--- src/rtl/axis_tx_sched_pkg.sv ---
// Shared state encoding, default sizing and width helpers for the TX frame scheduler.
package axis_tx_sched_pkg;

    typedef enum logic [1:0] {
        IDLE = 2'd0,
        XFER = 2'd1,
        GAP  = 2'd2
    } state_t;

    localparam int unsigned NUM_SRC_DEF         = 2;
    localparam int unsigned DATA_W_DEF          = 64;
    localparam int unsigned IFG_CYCLES_DEF      = 3;
    localparam int unsigned MAX_FRAME_BEATS_DEF = 1024;
    localparam int unsigned UNDERRUN_CNT_W      = 16;

    // clog2 that never returns zero, so single-entry counters/indices stay 1 bit wide
    function automatic int unsigned width_of(input int unsigned n);
        return (n <= 1) ? 1 : $clog2(n);
    endfunction

endpackage

--- src/rtl/axis_tx_frame_scheduler_if.sv ---
// Source-FIFO side and GT TX side of the frame scheduler as one bundle.
interface axis_tx_frame_scheduler_if
    import axis_tx_sched_pkg::*;
#(
    parameter int unsigned NUM_SRC = NUM_SRC_DEF,
    parameter int unsigned DATA_W  = DATA_W_DEF
);
    logic [NUM_SRC-1:0]        src_min_level;
    logic [NUM_SRC-1:0]        src_tvalid;
    logic [NUM_SRC-1:0]        src_tlast;
    logic [NUM_SRC*DATA_W-1:0] src_tdata;
    logic [NUM_SRC-1:0]        src_rd_en;
    logic                      m_tvalid;
    logic [DATA_W-1:0]         m_tdata;
    logic                      m_tlast;
    logic                      m_tready;

    modport master (
        input  src_min_level, src_tvalid, src_tlast, src_tdata, m_tready,
        output src_rd_en, m_tvalid, m_tdata, m_tlast
    );

    modport slave (
        output src_min_level, src_tvalid, src_tlast, src_tdata, m_tready,
        input  src_rd_en, m_tvalid, m_tdata, m_tlast
    );
endinterface

--- src/rtl/rr_arbiter.sv ---
// Combinational round-robin arbiter: first requester searching cyclically from rr_last+1.
module rr_arbiter
    import axis_tx_sched_pkg::*;
#(
    parameter  int unsigned NUM_SRC = NUM_SRC_DEF,
    localparam int unsigned IDX_W   = width_of(NUM_SRC)
) (
    input  logic [NUM_SRC-1:0] req,
    input  logic [IDX_W-1:0]   rr_last,
    output logic [NUM_SRC-1:0] grant,
    output logic [IDX_W-1:0]   grant_idx
);

    // Walk from lowest to highest priority so the nearest requester is written last and wins
    always_comb begin
        int unsigned idx;
        idx       = 0;
        grant     = '0;
        grant_idx = '0;
        for (int unsigned off = NUM_SRC; off >= 1; off--) begin
            idx = (32'(rr_last) + off) % NUM_SRC;
            if (req[IDX_W'(idx)]) begin
                grant               = '0;
                grant[IDX_W'(idx)]  = 1'b1;
                grant_idx           = IDX_W'(idx);
            end
        end
    end

endmodule

--- src/rtl/axis_tx_frame_scheduler.sv ---
// Frame-atomic round-robin scheduler from threshold-gated FWFT FIFOs onto the GT TX stream.
module axis_tx_frame_scheduler
    import axis_tx_sched_pkg::*;
#(
    parameter  int unsigned NUM_SRC         = NUM_SRC_DEF,
    parameter  int unsigned DATA_W          = DATA_W_DEF,
    parameter  int unsigned IFG_CYCLES      = IFG_CYCLES_DEF,
    parameter  int unsigned MAX_FRAME_BEATS = MAX_FRAME_BEATS_DEF,
    localparam int unsigned IDX_W           = width_of(NUM_SRC)
) (
    input  logic                      clk,
    input  logic                      rst_n,
    input  logic                      gt_tx_active,
    axis_tx_frame_scheduler_if.master bus,
    output logic [IDX_W-1:0]          grant_idx,
    output logic                      busy,
    output logic                      frame_done,
    output logic                      underrun_pulse,
    output logic                      oversize_pulse,
    output logic [UNDERRUN_CNT_W-1:0] underrun_cnt
);

    localparam int unsigned BEAT_W = width_of(MAX_FRAME_BEATS);
    localparam int unsigned GAP_W  = width_of(IFG_CYCLES + 1);
    localparam logic [BEAT_W-1:0] BEAT_LAST = BEAT_W'(MAX_FRAME_BEATS - 1);
    localparam logic [GAP_W-1:0]  GAP_LAST  = GAP_W'((IFG_CYCLES == 0) ? 0 : IFG_CYCLES - 1);

    state_t                    state, state_d;
    logic [IDX_W-1:0]          rr_last, rr_last_d, grant_d, arb_idx;
    logic [NUM_SRC-1:0]        eligible, arb_grant, rd_en;
    logic [BEAT_W-1:0]         beat_cnt, beat_d;
    logic [GAP_W-1:0]          gap_cnt, gap_d;
    logic [UNDERRUN_CNT_W-1:0] ucnt_d;
    logic                      prev_valid;
    logic                      cur_valid, cur_last, m_valid, m_last;
    logic [DATA_W-1:0]         cur_data, m_data;

    assign eligible = bus.src_min_level & bus.src_tvalid;

    rr_arbiter #(.NUM_SRC(NUM_SRC)) u_arb (
        .req       (eligible),
        .rr_last   (rr_last),
        .grant     (arb_grant),
        .grant_idx (arb_idx)
    );

    always_comb begin
        cur_valid = bus.src_tvalid[grant_idx];
        cur_last  = bus.src_tlast[grant_idx];
        cur_data  = '0;
        for (int unsigned i = 0; i < NUM_SRC; i++) begin
            if (IDX_W'(i) == grant_idx) cur_data = bus.src_tdata[i*DATA_W +: DATA_W];
        end
    end

    always_comb begin
        state_d        = state;
        grant_d        = grant_idx;
        rr_last_d      = rr_last;
        beat_d         = beat_cnt;
        gap_d          = gap_cnt;
        ucnt_d         = underrun_cnt;
        rd_en          = '0;
        m_valid        = 1'b0;
        m_data         = '0;
        m_last         = 1'b0;
        frame_done     = 1'b0;
        underrun_pulse = 1'b0;
        oversize_pulse = 1'b0;
        case (state)
            IDLE: begin
                if (gt_tx_active && (|arb_grant)) begin
                    grant_d   = arb_idx;
                    rr_last_d = arb_idx;
                    state_d   = XFER;
                end
            end
            XFER: begin
                m_valid          = cur_valid;
                m_data           = cur_data;
                m_last           = cur_last | (beat_cnt == BEAT_LAST);
                rd_en[grant_idx] = bus.m_tready & cur_valid;
                // A FWFT source dropping TVALID mid-frame starves the GT; flag it but keep the grant
                if (prev_valid && !cur_valid) begin
                    underrun_pulse = 1'b1;
                    if (underrun_cnt != '1) ucnt_d = underrun_cnt + UNDERRUN_CNT_W'(1);
                end
                if (cur_valid && bus.m_tready) begin
                    if (m_last) begin
                        frame_done     = 1'b1;
                        oversize_pulse = ~cur_last;
                        beat_d         = '0;
                        gap_d          = '0;
                        state_d        = (IFG_CYCLES == 0) ? IDLE : GAP;
                    end else begin
                        beat_d = beat_cnt + BEAT_W'(1);
                    end
                end
            end
            GAP: begin
                if (gap_cnt == GAP_LAST) state_d = IDLE;
                else                     gap_d   = gap_cnt + GAP_W'(1);
            end
            default: state_d = IDLE;
        endcase
    end

    always_ff @(posedge clk or negedge rst_n) begin
        if (!rst_n) begin
            state        <= IDLE;
            grant_idx    <= '0;
            rr_last      <= IDX_W'(NUM_SRC - 1);
            beat_cnt     <= '0;
            gap_cnt      <= '0;
            prev_valid   <= 1'b0;
            underrun_cnt <= '0;
        end else begin
            state        <= state_d;
            grant_idx    <= grant_d;
            rr_last      <= rr_last_d;
            beat_cnt     <= beat_d;
            gap_cnt      <= gap_d;
            prev_valid   <= m_valid;
            underrun_cnt <= ucnt_d;
        end
    end

    assign busy          = (state != IDLE);
    assign bus.src_rd_en = rd_en;
    assign bus.m_tvalid  = m_valid;
    assign bus.m_tdata   = m_data;
    assign bus.m_tlast   = m_last;

endmodule

--- src/flat_wrapper.sv ---
// flat-port wrapper written by rule: the top's interface ports become plain ports
module axis_tx_frame_scheduler_flat import axis_tx_sched_pkg::*;
#(
    parameter  int unsigned NUM_SRC         = NUM_SRC_DEF,
    parameter  int unsigned DATA_W          = DATA_W_DEF,
    parameter  int unsigned IFG_CYCLES      = IFG_CYCLES_DEF,
    parameter  int unsigned MAX_FRAME_BEATS = MAX_FRAME_BEATS_DEF,
    localparam int unsigned IDX_W           = width_of(NUM_SRC)
)
  (clk, rst_n, gt_tx_active, grant_idx, busy, frame_done, underrun_pulse, oversize_pulse, underrun_cnt, bus_src_min_level, bus_src_tvalid, bus_src_tlast, bus_src_tdata, bus_m_tready, bus_src_rd_en, bus_m_tvalid, bus_m_tdata, bus_m_tlast);
  axis_tx_frame_scheduler_if #(.NUM_SRC(NUM_SRC), .DATA_W(DATA_W)) bus_i ();
  input  logic clk;
  input  logic rst_n;
  input  logic gt_tx_active;
  output logic [IDX_W-1:0] grant_idx;
  output logic busy;
  output logic frame_done;
  output logic underrun_pulse;
  output logic oversize_pulse;
  output logic [UNDERRUN_CNT_W-1:0] underrun_cnt;
  input wire logic [$bits(bus_i.src_min_level)-1:0] bus_src_min_level;
  input wire logic [$bits(bus_i.src_tvalid)-1:0] bus_src_tvalid;
  input wire logic [$bits(bus_i.src_tlast)-1:0] bus_src_tlast;
  input wire logic [$bits(bus_i.src_tdata)-1:0] bus_src_tdata;
  input wire logic [$bits(bus_i.m_tready)-1:0] bus_m_tready;
  output wire logic [$bits(bus_i.src_rd_en)-1:0] bus_src_rd_en;
  output wire logic [$bits(bus_i.m_tvalid)-1:0] bus_m_tvalid;
  output wire logic [$bits(bus_i.m_tdata)-1:0] bus_m_tdata;
  output wire logic [$bits(bus_i.m_tlast)-1:0] bus_m_tlast;
  assign bus_i.src_min_level = bus_src_min_level;
  assign bus_i.src_tvalid = bus_src_tvalid;
  assign bus_i.src_tlast = bus_src_tlast;
  assign bus_i.src_tdata = bus_src_tdata;
  assign bus_i.m_tready = bus_m_tready;
  assign bus_src_rd_en = bus_i.src_rd_en;
  assign bus_m_tvalid = bus_i.m_tvalid;
  assign bus_m_tdata = bus_i.m_tdata;
  assign bus_m_tlast = bus_i.m_tlast;
  axis_tx_frame_scheduler #(.NUM_SRC(NUM_SRC), .DATA_W(DATA_W), .IFG_CYCLES(IFG_CYCLES), .MAX_FRAME_BEATS(MAX_FRAME_BEATS)) u_core (.clk(clk), .rst_n(rst_n), .gt_tx_active(gt_tx_active), .bus(bus_i), .grant_idx(grant_idx), .busy(busy), .frame_done(frame_done), .underrun_pulse(underrun_pulse), .oversize_pulse(oversize_pulse), .underrun_cnt(underrun_cnt));
endmodule
--- config.mk ---
export PLATFORM = sky130hd
export DESIGN_NAME = axis_tx_frame_scheduler_flat
export DESIGN_NICKNAME = d
export VERILOG_FILES = /design/src/rtl/axis_tx_sched_pkg.sv /design/src/rtl/axis_tx_frame_scheduler_if.sv /design/src/rtl/rr_arbiter.sv /design/src/rtl/axis_tx_frame_scheduler.sv /design/src/flat_wrapper.sv
export SDC_FILE = /design/constraint.sdc
export NUM_CORES = 1
export LEC_CHECK = 0
export ABC_AREA = 1
export CAP_MARGIN = 20
export CORE_ASPECT_RATIO = 1.2
export CORE_MARGIN = 3
export CORE_UTILIZATION = 34
export CTS_CLUSTER_DIAMETER = 30
export CTS_CLUSTER_SIZE = 10
export DETAILED_ROUTE_END_ITERATION = 10
export GPL_TIMING_DRIVEN = 1
export HOLD_SLACK_MARGIN = 0.02
export MAX_ROUTING_LAYER = met4
export PLACE_DENSITY = 0.82
export SYNTH_ARGS = -nofsm -noshare
export SYNTH_HDL_FRONTEND = slang
export SYNTH_SLANG_ARGS = --single-unit
--- constraint.sdc ---
create_clock -name clk -period 1.7 [get_ports clk]
set_input_delay 0.34 -clock clk [delete_from_list [all_inputs] [get_ports clk]]
set_output_delay 0.34 -clock clk [all_outputs]
set_load 0.01 [all_outputs]
Yosys cells after proc, flatten, opt, wreduce, memory -nomap -nowiden:

Index checks and enable logic that the tools add are counted.

* reductions and logical operators: 16
* $add $sub $neg: 5
* magnitude comparators: 6
* equality and inequality tests: 10
* bitwise operators: 5
* multiplexer cells: 41

Operators by type and width (count)
* 2-to-1 mux 64 bit: 2
* 2-to-1 mux 1 bit: 23
* 2-to-1 mux 2 bit: 10
* adder 16 x 1 -> 16 bit (second input constant): 1
* != test 16 bit (second input constant): 1
* adder 10 x 1 -> 10 bit (second input constant): 1
* == test 10 bit (second input constant): 1
* 2-to-1 mux 10 bit: 1
* != test 2 x 1 -> 1 bit (second input constant): 4
* AND reduction 4 bit: 2
* logical AND 1 bit: 6
* < comparator 1 x 2 -> 1 bit (second input constant): 3
* one-hot mux 2 bit (3 select lines): 1
* bitwise AND 2 bit: 2
* == test 2 bit (second input constant): 2
* one-hot mux 2 bit (2 select lines): 1
* AND reduction 2 bit: 2
* nonzero test 2 bit: 2
* demux 1 bit (select 1 bit): 3
* greater-or-equal comparator 1 bit (second input constant): 3
* AND reduction 3 bit: 1
* adder 1 bit (second input constant): 2
* adder 2 x 1 -> 2 bit (second input constant): 1
* == test 2 x 1 -> 1 bit (second input constant): 1
* other kinds (7): 7

* logic and storage cells: 90
* flip-flop bits (word level): 33
* output and inout bits: 89

Depth between registers and ports, before layout:

Gate-level depths: netlist of the first run.

* depth after elaboration: 11
* gate-level depth with buffers: 9
* gate-level depth less buffers: 8

Modules after synthesis:

A second synthesis of the first run with hierarchy kept.

* cells, all modules: 495
* area total of the unflattened synthesis: 2890.3 um2

By module, submodules not included
* axis_tx_frame_scheduler: cells an instance 489, area each 2862.7 um2, times used 1, seq. area each 827.0 um2
* rr_arbiter: cells an instance 6, area each 27.5 um2, times used 1, seq. area each 0.0 um2

Worst setup path before layout of the first run:

OpenSTA, ideal clock, no wires.

* kind: register -> output
* start point: register u_core.grant_idx
* end point: output oversize_pulse
* path slack: 0.047 ns
* data arrival time: 1.313 ns
* data required time: 1.360 ns
* buffers on the path: 1
* stages on the path, launching flop included: 9
* path through: dfrtp_1 > inv_2 > nand2_1 > nand2_2 > nand2_1 > nor2_2 > inv_2 > buf_2 > nor3_2

* longest elaborated chain between the ends: 6

RTL lines
* start: declaration: RTL line axis_tx_frame_scheduler.sv:15 `output logic [IDX_W-1:0] grant_idx,`
* start signal: assignment: RTL line axis_tx_frame_scheduler.sv:119 `grant_idx <= grant_d;`
* 2-to-1 mux 1 bit (implied by the code) (2 in series): RTL line axis_tx_frame_scheduler.sv:49 `cur_last = bus.src_tlast[grant_idx];`
* bitwise OR 1 bit or NOT 1 bit (tied branches): RTL line axis_tx_frame_scheduler.sv:81, axis_tx_frame_scheduler.sv:91
* 2-to-1 mux 1 bit: RTL line axis_tx_frame_scheduler.sv:89 `if (m_last) begin`
* 2-to-1 mux 1 bit *: RTL line axis_tx_frame_scheduler.sv:88 `if (cur_valid && bus.m_tready) begin`
* 2-to-1 mux 1 bit *: RTL line axis_tx_frame_scheduler.sv:70 `case (state)`
* end: declaration: RTL line flat_wrapper.sv:19 `output logic oversize_pulse;`

Mark *: on every way between the ends. The rest lies on a longest branch, timed or not. The select of a mux whose other input is x is not followed.

Worst setup path after layout of the first run:

* start point: register u_core.grant_idx
* end point: output bus_m_tdata[41]

* longest elaborated chain between the ends: 2

RTL lines
* 2-to-1 mux 64 bit: RTL line axis_tx_frame_scheduler.sv:52 `if (IDX_W'(i) == grant_idx) cur_data = bus.src_tdata[i*DATA_W +: DATA_W];`
* 2-to-1 mux 64 bit: RTL line axis_tx_frame_scheduler.sv:70
* end: declaration: RTL line flat_wrapper.sv:28 `output wire logic [$bits(bus_i.m_tdata)-1:0] bus_m_tdata;`

Every way passes these cells.

==> results of run 1 <==
[cells in the final DEF (no fill, tap or decap), types with 2 or more instances in the layout]
| master | n |
|---|---|
| a21oi_1 | 15 |
| a21oi_2 | 49 |
| buf_12 | 11 |
| buf_16 | 8 |
| buf_2 | 67 |
| buf_4 | 37 |
| buf_6 | 9 |
| buf_8 | 3 |
| clkbuf_1 | 2 |
| clkbuf_16 | 2 |
| clkbuf_8 | 6 |
| clkdlybuf4s50_1 | 151 |
| dfrtp_1 | 27 |
| dfrtp_2 | 5 |
| diode_2 | 2 |
| dlygate4sd2_1 | 3 |
| ha_1 | 2 |
| inv_1 | 23 |
| inv_2 | 5 |
| nand2_1 | 180 |
| nand2_2 | 44 |
| nand2_4 | 17 |
| nand3_1 | 17 |
| nand3_2 | 4 |
| nand4_1 | 11 |
| nor2_1 | 20 |
| nor2_2 | 5 |
| nor2_4 | 7 |
| o21ai_0 | 10 |
| o21ai_1 | 2 |
| or2_2 | 2 |
| xnor2_1 | 6 |
| xor2_1 | 6 |
[metrics by stage]
stage                     instance area (µm²)  setup WS, ns  total power [mW]  util, %
final                                    6320        -0.213              8.15     77.1
after global routing                     6320        -0.248              8.58     77.1
after CTS                                5920        -0.231              7.47     72.2
after detailed placement                 5550        -0.711              5.82     67.6
after global placement                   5550        -0.715              5.72     67.6
after floorplan                          2900        0.0473              3.19        -
[report_power, final]
part           switching [mW]  internal, mW
Clock                   0.295         0.330
Sequential              0.113         0.932
Combinational            3.41          3.06
[layer usage]
metal / track usage (%) / wire length [µm]
met2: 50.2 / 7600
met3: 6.46 / 1220
met1: 37.5 / 6050
met5: - / 0
met4: 7.99 / 363
[worst register-to-register path, delay by kind of cell, from the launching register on]
family,cells,cell delay (ns)
buffers and inverters,5,0.64
flip-flops,1,0.44
AND/OR/NAND/NOR,6,0.54
[flip-flops by register name (all words and copies together), names as in the netlist]
signal,cells
u_core.underrun_cnt,16
u_core.beat_cnt,10
u_core.gap_cnt,2
u_core.state,2
u_core.grant_idx,1
u_core.prev_valid,1
u_core.rr_last,1
[layout make-up]
cell class,instances,area (µm²)
Tap cell,114,143
Multi-Input combinational cell,404,2320
Clock buffer,8,90.1
Inverter,31,131
Fill cell,595,1880
Sequential cell,33,833
Timing Repair Buffer,292,2800
Antenna cell,2,5.00
[how the worst max path moves through the flow]
stage / cells after the start / slack [ns] / end / start
finish: 7 / -0.21 / bus_m_tdata[41] / u_core.grant_idx
global route: 7 / -0.25 / bus_m_tdata[41] / u_core.grant_idx
CTS: 7 / -0.23 / bus_m_tdata[9] / u_core.grant_idx
detailed placement: 8 / -0.71 / oversize_pulse / bus_src_tvalid[0]
global placement: 8 / -0.71 / oversize_pulse / bus_src_tvalid[1]
floorplan: 8 / 0.05 / oversize_pulse / u_core.grant_idx
[timing repair]
action                     in CTS  in global routing
cloned                         11                  2
pin swaps                       8                 42
buffers inserted               11                  8
setup endpoints to repair      72                 90
resized for setup             361                117
[logic make-up after synthesis]
kind of cell	synth area share (%)
DFF	28.5
buffers and inverters	8.28
xor gates and xnor gates	3.62
and+or+nand+nor	44.5
adders and majority gates	1.29
AOI/OAI and AO/OA	13.8
==> qor.yml, run 1 <==
io_buffers: 226
gr-usage-all-layers_pct: 30.2
async_reset_ff_share_pct: 100
hold_path.class: "in -> async"
violations: "negative setup slack"
wl_per_cell_um: 17.2
clk_pin_slew_ns: 0.07
numCtsBuffers: 5
firstDrtPassIters: 5
hold_viol: 0
worst_pin_slew_ns: 0.241
max_stage_delay_ns: 0.44
startpoint_type: "flip-flop"
netlist.area_leader.share_pct: 30.9
synth_warnings: 0
drv_slew: 0
slew_headroom_pct: 83.8
overflow: 0
antenna_found_initial: 2
crit_path_end_kind: "output port"
setup_violations: 81
synth_ff_type: "dfrtp_1"
drtAntennaViolNets: 0
die_area_um2: 9690
synth_most_common_cell: "nand2_1"
synth_area_um2: 2900
path_class: "reg -> out"
cap_violations: 0
status: "finished, violations left"
die_x_um: 90.4
fin_ws_ns: -0.213
skew_ns: 0.00692
grt_start_max_net_pins: 34
dp_hpwl_mm: 10.7
synth-seq-cells: 33
die_h_um: 107
cp.arrival_ns: 1.57
post-route-period-util_pct: 113
final_net_count: 908
cts_tree: "built"
numClockSinks: 33
synth_edf_count: 0
worstPathRequired_ns: 1.36
synth.area.top_cells: "nand2_1 (31%), dfrtp_1 (28%), a21oi_1 (11%), nor2_1 (3.5%), nand3_1 (3.4%)"
rsz0062_at_grt: "yes"
synthDistinctLibCells: 29
syn-num-nets: 634
htreeDepth: 2
vias_per_cell: 5.01
postRouteWirelength_mm: 15.2
max_freq_mhz: 523
io_pins: 227
fin_setup_tns_ns: -10.59
dp_cells: 846
coreArea_um2: 8200
initial_core_util_pct: 35.4
cts_root_buffer: "clkbuf_8"
synthCells: 493
r2r_setup_slack_ns: -0.02
power.density_nw_per_um2: 1290
cts-hold-fix-buffers: 0
vias: 4426
cts_buffer_depth: 2
cpMaxStageDelayCell: "dfrtp_2"
yosysSeqAreaShare_pct: 28.5
syn_avg_cell_area_um2: 5.89
path_cells: "buf_6, buf_12, buf_8, buf_16, nand2_1, a21oi_2, buf_2"
yosys.area.top_type: "nand2_1"
gp_congestion: 0.913
grt_pass1_vias: 4413
grt_pass1_wl_mm: 22.4
syn2layout_area_growth_pct: 118
drc: 0
critPathTopFamily: "buffers and inverters"
finalNonFillerCells: 884
whs_ns: 0.417
reg2reg_to: "u_core.underrun_cnt[12]"
p_leak_nw: 3.00
drive_above_1_share_pct: 37.6
reg2reg_depth: 11
ir_drop_v: 0.000719
cp_max_fo: 7
synth_commonest_cells: "nand2_1 (239), a21oi_1 (64), dfrtp_1 (32), nor2_1 (27), inv_1 (25)"
finalCriticalPeriod_ns: 1.91
cp_num_buf_inv: 5
clock_latency_ns: 0.29
r2r_start: "u_core.grant_idx"
fp-row-count: 36
drtIter0Drc: 272
(Power assumes the default switching activity.)
==> run 2: changes to the inputs <==
--- a/config.mk
+++ b/config.mk
@@ -9,14 +9,16 @@
 export CAP_MARGIN = 20
 export CORE_ASPECT_RATIO = 1.2
 export CORE_MARGIN = 3
-export CORE_UTILIZATION = 34
+export CORE_UTILIZATION = 37
 export CTS_CLUSTER_DIAMETER = 30
 export CTS_CLUSTER_SIZE = 10
 export DETAILED_ROUTE_END_ITERATION = 10
 export GPL_TIMING_DRIVEN = 1
 export HOLD_SLACK_MARGIN = 0.02
 export MAX_ROUTING_LAYER = met4
-export PLACE_DENSITY = 0.82
+export PLACE_DENSITY = 0.88
+export RECOVER_POWER = 25
 export SYNTH_ARGS = -nofsm -noshare
 export SYNTH_HDL_FRONTEND = slang
+export SYNTH_HIERARCHICAL = 1
 export SYNTH_SLANG_ARGS = --single-unit
==> constraint.sdc (replaced) <==
create_clock -name clk -period 2.3 [get_ports clk]
set_input_delay 0.46 -clock clk [delete_from_list [all_inputs] [get_ports clk]]
set_output_delay 0.46 -clock clk [all_outputs]
set_load 0.01 [all_outputs]
==> qor.yml, run 2 <==
firstDrtPassIters: 7  # was 5
wl_per_cell_um: 17.6  # was 17.2 µm
initial_core_util_pct: 39.0  # was 35.4%
synth_ff_type: "dfrtp_1"  # unchanged
path_cells: "buf_4, or2_2, o21ai_4, nand2_2, buf_4, inv_2, nor2_1, clkbuf_2"  # was buf_6, buf_12, buf_8, buf_16, nand2_1, a21oi_2, buf_2
reg2reg_depth: 8  # was 11
finalCriticalPeriod_ns: 2.28
synthDistinctLibCells: 27  # was 29
critPathTopFamily: "buffers and inverters"  # unchanged
postRouteWirelength_mm: 14.5  # was 15.2 mm
yosys.area.top_type: "nand2_1"  # unchanged
fin_util_pct: 75.7  # was 77.1%
rsz0062_at_grt: "yes"  # unchanged
final_net_count: 873  # was 908
worstPathRequired_ns: 1.84  # was 1.36 ns
drtIter0Drc: 278  # was 272
gr-usage-all-layers_pct: 31.2  # was 30.2%
io_pins: 227  # unchanged
status: "finished, final reports clean"  # was finished, violations left
grt_start_max_net_pins: 42  # was 34
die_x_um: 86.7  # was 90.4 µm
cp_num_buf_inv: 4  # was 5
skew_ns: 0.0115  # was 0.00692 ns
netlist.area_leader.share_pct: 31.7  # was 30.9%
p_leak_nw: 2.80  # was 3.00 nW
fin_ws_ns: 0.0216  # was -0.213 ns
finalNonFillerCells: 828  # was 884
min_path_cells: 2
numCtsBuffers: 5  # unchanged
drtAntennaViolNets: 0  # unchanged
crit_path_end_kind: "output port"  # unchanged
r2r_setup_slack_ns: 0.16  # was -0.02 ns
synth.area.top_cells: "nand2_1 (32%), dfrtp_1 (28%), a21oi_1 (11%), nor2_1 (4.4%), inv_1 (3.1%)"  # was nand2_1 (31%), dfrtp_1 (28%), a21oi_1 (11%), nor2_1 (3.5%), nand3_1 (3.4%)
startpoint_type: "flip-flop"  # unchanged
syn-num-nets: 636  # was 634
reg_top3: "u_core/underrun_cnt x16, u_core/beat_cnt x10"  # was u_core.underrun_cnt x16, u_core.beat_cnt x10
async_reset_ff_share_pct: 100  # unchanged
r2r_start: "u_core/underrun_cnt[0]"  # was u_core.grant_idx
cp_max_fo: 5  # was 7
final_cell_mix: "nand2_1 (240), clkdlybuf4s50_1 (152), dlygate4sd2_1 (63), a21oi_1 (63), nor2_1 (34)"  # was nand2_1 (180), clkdlybuf4s50_1 (151), buf_2 (67)
max_freq_mhz: 439
fp-row-count: 34  # was 36
syn2layout_area_growth_pct: 93.9  # was 118%
overflow: 0  # unchanged
timing.critical_path.mode_cell: "buf_4"
power.density_nw_per_um2: 839  # was 1290 nW/µm²
synthCells: 495  # was 493
synth_warnings: 6  # was 0
yosysSeqAreaShare_pct: 28.6  # was 28.5%
cap_violations: 0  # unchanged
fin_setup_tns_ns: 0  # was -10.59 ns
cts_buffer_depth: 2  # unchanged
drv_slew: 0  # unchanged
path_class: "reg -> out"  # unchanged
cpMaxStageDelayCell: "dfrtp_2"  # unchanged
final_common_cell: "nand2_1"  # unchanged
ir_drop_v: 0.000790  # was 0.000719 V
max_stage_delay_ns: 0.48  # was 0.44 ns
cp.arrival_ns: 1.82  # was 1.57 ns
fill_cells: 590  # was 595
die_area_um2: 8910  # was 9690 µm²
synth_most_common_cell: "nand2_1"  # unchanged
grt_pass1_vias: 3886  # was 4,413
vias: 4181  # was 4,426
cts_root_buffer: "clkbuf_8"  # unchanged
largest-register: "u_core/underrun_cnt"  # was u_core.underrun_cnt
hold_path.class: "reg -> reg"  # was in -> async
htreeDepth: 2  # unchanged
die_h_um: 103  # was 107 µm
hold_path_end: "u_core/rr_last"
hold_viol: 0  # unchanged
gp_congestion: 0.937  # was 0.913
io_buffers: 226  # unchanged
synth_commonest_cells: "nand2_1 (244), a21oi_1 (65), nor2_1 (34), dfrtp_1 (32), inv_1 (24)"  # was nand2_1 (239), a21oi_1 (64), dfrtp_1 (32), nor2_1 (27), inv_1 (25)
dp_cells: 805  # was 846
post-route-period-util_pct: 99.1
cts_tree: "built"  # unchanged
reg2reg_to: "u_core/underrun_cnt[11]"  # was u_core.underrun_cnt[12]
synth-seq-cells: 33  # unchanged
drive_above_1_share_pct: 8.87  # was 37.6%
synth_edf_count: 0  # unchanged
setup_violations: 0  # was 81
syn_avg_cell_area_um2: 5.84  # was 5.89 µm²
worst_pin_slew_ns: 0.870  # was 0.241 ns
drc: 0  # unchanged
antenna_found_initial: 4  # was 2
synth_area_um2: 2890  # was 2900 µm²
clock_latency_ns: 0.30  # was 0.29 ns
slew_headroom_pct: 42.0  # was 83.8%
largest_reg_flops: 16  # unchanged
clk_pin_slew_ns: 0.07  # about the same
coreArea_um2: 7400  # was 8200 µm²
dp_hpwl_mm: 11.0  # was 10.7 mm
cts-hold-fix-buffers: 0  # unchanged
numClockSinks: 33  # unchanged
place_ws_ns: -0.395  # was -0.711 ns
vias_per_cell: 5.05  # was 5.01
grt_pass1_wl_mm: 20.6  # was 22.4 mm
hp-start: "u_core/rr_last"
## run 2: cell types whose count changed after synthesis, sizes merged, moves of 2 or more
cell,delta
nand4,-5
nor2,+7
xnor2,+4
inv,-4
nand3,-5
nand2,+6
buf,+2
## run 2: area by class of cell
class	instances	area (µm²)	share of cell area [%]
clock inverters	1	30.0	0.536
clock buffers	7	86.3	1.54
flip-flops and latches	33	828	14.8
inverters	27	109	1.94
diodes	5	12.5	0.223
repair buffers	256	2540	45.4
multi-input cells	409	1880	33.5
well taps	90	113	2.01
## run 2: worst register-to-register path: cells and delay by family, from the launching register on
kind | cells | cell delay [ns]
simple gates | 4 | 0.60
flops | 1 | 0.48
compound gates | 1 | 0.45
fa+ha+maj | 1 | 0.28
buf+inv | 2 | 0.24
## run 2: power by group
part	internal (mW)	leakage, nW	switching (mW)
clock network	0.353	0.0585	0.223
registers	0.680	0.448	0.115
logic	1.55	2.30	1.79
total	2.58	2.80	2.12
## run 2: kinds of logic (layout without fill, tap and decap cells)
| group | Yosys count | count (layout) | synth area share (%) |
|---|---|---|---|
| xor+xnor | 15 | 15 | 4.55 |
| fa+ha+maj | 3 | 3 | 1.30 |
| buf+inv | 53 | 291 | 7.79 |
| flops | 33 | 33 | 28.6 |
| other cells | 0 | 5 | 0 |
| simple gates | 312 | 312 | 43.5 |
| compound gates | 79 | 79 | 14.2 |
## run 2: repair_timing
| item | in CTS | in global routing |
|---|---|---|
| pin swaps | 2 | 5 |
| cloned | 3 | 0 |
| setup endpoints to repair | 70 | 9 |
| gates resized for setup | 85 | 20 |
| setup buffers | 6 | 2 |
## run 2: metrics by stage
step                      hold WS (ns)  area [µm²]  total power [mW]
after detailed placement         0.471        5320              4.04
after global placement           0.457        5320              3.99
after floorplan                  0.164        2890              2.23
final                            0.484        5600              4.70
after global routing             0.497        5600              5.00
after CTS                        0.481        5560              4.66
## run 2: worst max path at each step
stage,from,endpoint,cells after the start
finish,u_core/grant_idx,bus_m_tlast,8
global route,u_core/grant_idx,bus_m_tlast,8
CTS,bus_src_tlast[0],frame_done,7
detailed placement,bus_src_tvalid[0],bus_src_rd_en[0],8
global placement,bus_src_tvalid[0],bus_src_rd_en[0],8
floorplan,u_core/grant_idx,oversize_pulse,8
## run 2: layer usage
| metal | global-route usage [%] | share of wire, % | vias to the layer above |
|---|---|---|---|
| li1 | - | - | 2036 |
| met1 | 38.6 | 38 | 1890 |
| met2 | 49.7 | 48 | 233 |
| met3 | 10.5 | 12 | 22 |
| met4 | 7.07 | 1.6 | 0 |
| met5 | - | 0 | - |
==> run 3: changes to the inputs <==
--- a/config.mk
+++ b/config.mk
@@ -7,7 +7,7 @@
 export LEC_CHECK = 0
 export ABC_AREA = 1
 export CAP_MARGIN = 20
-export CORE_ASPECT_RATIO = 1.2
+export CORE_ASPECT_RATIO = 1.5
 export CORE_MARGIN = 3
 export CORE_UTILIZATION = 37
 export CTS_CLUSTER_DIAMETER = 30
==> qor.yml, run 3 (same netlist as run 2, synthesis figures left out) <==
vias_per_cell: 5.04  # was 5.05
p_int_mw: 2.43  # was 2.58 mW
status: "finished, final reports clean"  # unchanged
cts_buffer_depth: 2  # unchanged
path_class: "reg -> out"  # unchanged
drc: 0  # unchanged
dp_hpwl_mm: 11.7  # was 11.0 mm
largest-register: "u_core/underrun_cnt"  # unchanged
cp_max_fo: 23  # was 5
fin_util_pct: 74.9  # was 75.7%
dpl_cell_area_um2: 5440  # was 5320 µm²
grt_pass1_vias: 4121  # was 3,886
hold_viol: 0  # unchanged
hold_path.class: "reg -> reg"  # unchanged
sw_frac_of_total_pct: 47.5  # was 45.2%
post-route-period-util_pct: 98.5  # was 99.1%
power.density_nw_per_um2: 834  # was 839 nW/µm²
final_common_cell: "nand2_1"  # unchanged
crit_path_end_kind: "output port"  # unchanged
fin_setup_tns_ns: 0  # unchanged
io_pins: 227  # unchanged
final_area_um2: 5550  # was 5600 µm²
numClockSinks: 33  # unchanged
htreeDepth: 2  # unchanged
worst_pin_slew_ns: 0.844  # was 0.870 ns
die_h_um: 114  # was 103 µm
overflow: 0  # unchanged
antenna_found_initial: 3  # was 4
die_x_um: 78.2  # was 86.7 µm
skew_ns: 0.00813  # was 0.0115 ns
cts-hold-fix-buffers: 0  # unchanged
fin_ws_ns: 0.0340  # was 0.0216 ns
path_cells: "inv_4, buf_4, bufbuf_16, nand2_1, a21oi_1, clkdlybuf4s15_1"  # was buf_4, or2_2, o21ai_4, nand2_2, buf_4, inv_2, nor2_1, clkbuf_2
cap_violations: 0  # unchanged
die_area_um2: 8930  # was 8910 µm²
clock_latency_ns: 0.29  # was 0.30 ns
gp_congestion: 0.977  # was 0.937
startpoint_type: "flip-flop"  # unchanged
drive_above_1_share_pct: 10.7  # was 8.87%
max_stage_delay_ns: 0.48  # about the same
setup_violations: 0  # unchanged
slew_headroom_pct: 43.8  # was 42.0%
postRouteWirelength_mm: 14.5  # about the same
p_sw_mw: 2.20  # was 2.12 mW
cpMaxStageDelayCell: "dfrtp_2"  # unchanged
firstDrtPassIters: 7  # unchanged
max_freq_mhz: 441  # was 439 MHz
grt_start_max_net_pins: 46  # was 42
clkPwrFrac_pct: 10.1  # was 12.3%
cp.arrival_ns: 1.81  # was 1.82 ns
drv_slew: 0  # unchanged
coreArea_um2: 7420  # was 7400 µm²
fp-row-count: 38  # was 34
p_comb_share_pct: 72.8  # was 70.8%
whs_ns: 0.503  # was 0.484 ns
fill_cells: 622  # was 590
numCtsBuffers: 5  # unchanged
finalCriticalPeriod_ns: 2.27  # was 2.28 ns
final_net_count: 881  # was 873
io_buffers: 226  # unchanged
drtIter0Drc: 275  # was 278
initial_core_util_pct: 39.0  # about the same
p_leak_nw: 2.70  # was 2.80 nW
largest_reg_flops: 16  # unchanged
reg_top3: "u_core/underrun_cnt x16, u_core/beat_cnt x10"  # unchanged
gr-usage-all-layers_pct: 32.4  # was 31.2%
cts_root_buffer: "clkbuf_8"  # unchanged
worstPathRequired_ns: 1.84  # about the same
clk_pin_slew_ns: 0.07  # about the same
vias: 4257  # was 4,181
rsz0062_at_grt: "no"  # was yes
grt_pass1_wl_mm: 21.6  # was 20.6 mm
ir_drop_v: 0.000883  # was 0.000790 V
place_ws_ns: -0.326  # was -0.395 ns
final_cell_mix: "nand2_1 (241), clkdlybuf4s50_1 (154), a21oi_1 (62)"  # was nand2_1 (240), clkdlybuf4s50_1 (152), dlygate4sd2_1 (63), a21oi_1 (63), nor2_1 (34)
seqPwrFrac_pct: 17.1  # was 16.9%
drtAntennaViolNets: 0  # unchanged
cts_tree: "built"  # unchanged
wl_per_cell_um: 17.2  # was 17.6 µm
syn2layout_area_growth_pct: 92.2  # was 93.9%
[run 3: changes by cell type in the layout (fill, tap and decap cells not counted), moves of 3 or more]
cell and change:
dlymetal6s2s_1 -6, dlygate4sd2_1 -9, clkbuf_2 +5, buf_6 +3
buf_4 +8, clkdlybuf4s15_1 +5
[run 3: worst max-delay path: cells and delay by family (launching register included)]
kind	cells	cell delay (ns)
flops	1	0.48
simple gates	1	0.07
compound gates	1	0.16
buf+inv	4	0.81
[run 3: path summary, 6_finish.rpt]
path,from,to,slack [ns],depth (start not counted)
max,u_core/grant_idx,bus_m_tdata[51],0.03,6
min,u_core/rr_last,u_core/rr_last,0.50,2
max reg2reg,u_core/underrun_cnt[0],u_core/underrun_cnt[11],0.26,8
min reg2reg,u_core/rr_last,u_core/rr_last,0.50,2
max in group asynchronous,rst_n,u_core/grant_idx,0.91,2
min in group asynchronous,rst_n,u_core/underrun_cnt[1],0.80,2
[run 3: per-layer routing]
| layer | track usage (%) | up-vias | routed length (µm) |
|---|---|---|---|
| met5 | - | - | 0 |
| met4 | 10.3 | 0 | 297 |
| met3 | 8.43 | 19 | 1710 |
| met2 | 58.0 | 265 | 7270 |
| met1 | 34.7 | 1926 | 5260 |
| li1 | - | 2047 | - |
[run 3: final cells by class]
type	instances	area, µm²	area share, %
inverter	27	106	1.91
sequential	33	828	14.9
timing repair buffer	264	2530	45.5
clock buffer	8	90.1	1.62
antenna	4	10.0	0.180
multi-input combinational	409	1870	33.6
tap	100	125	2.25
[run 3: timing repair]
| item | CTS | global route |
|---|---|---|
| cloned | 1 | 0 |
| setup buffers | 5 | 0 |
| gates resized for setup | 96 | 22 |
| endpoints found under the setup margin | 71 | 14 |
| pin swaps | 1 | 0 |
| endpoints found under the hold margin | 0 | 0 |
[run 3: stage by stage]
stage               power (mW)  instances
floorplan                 2.23        495
global placement          4.19        827
detailed placement        4.25        827
CTS                       4.61        841
global route              4.90        844
finish                    4.63        845
[run 3: power groups by stage]
stage / clock (mW) / sequential (mW) / combinational, mW
after floorplan: 0 / 0.781 / 1.45
after global placement: 0 / 0.788 / 3.40
after detailed placement: 0 / 0.794 / 3.46
after CTS: 0.469 / 0.788 / 3.35
after global routing: 0.489 / 0.799 / 3.61
final: 0.468 / 0.791 / 3.37
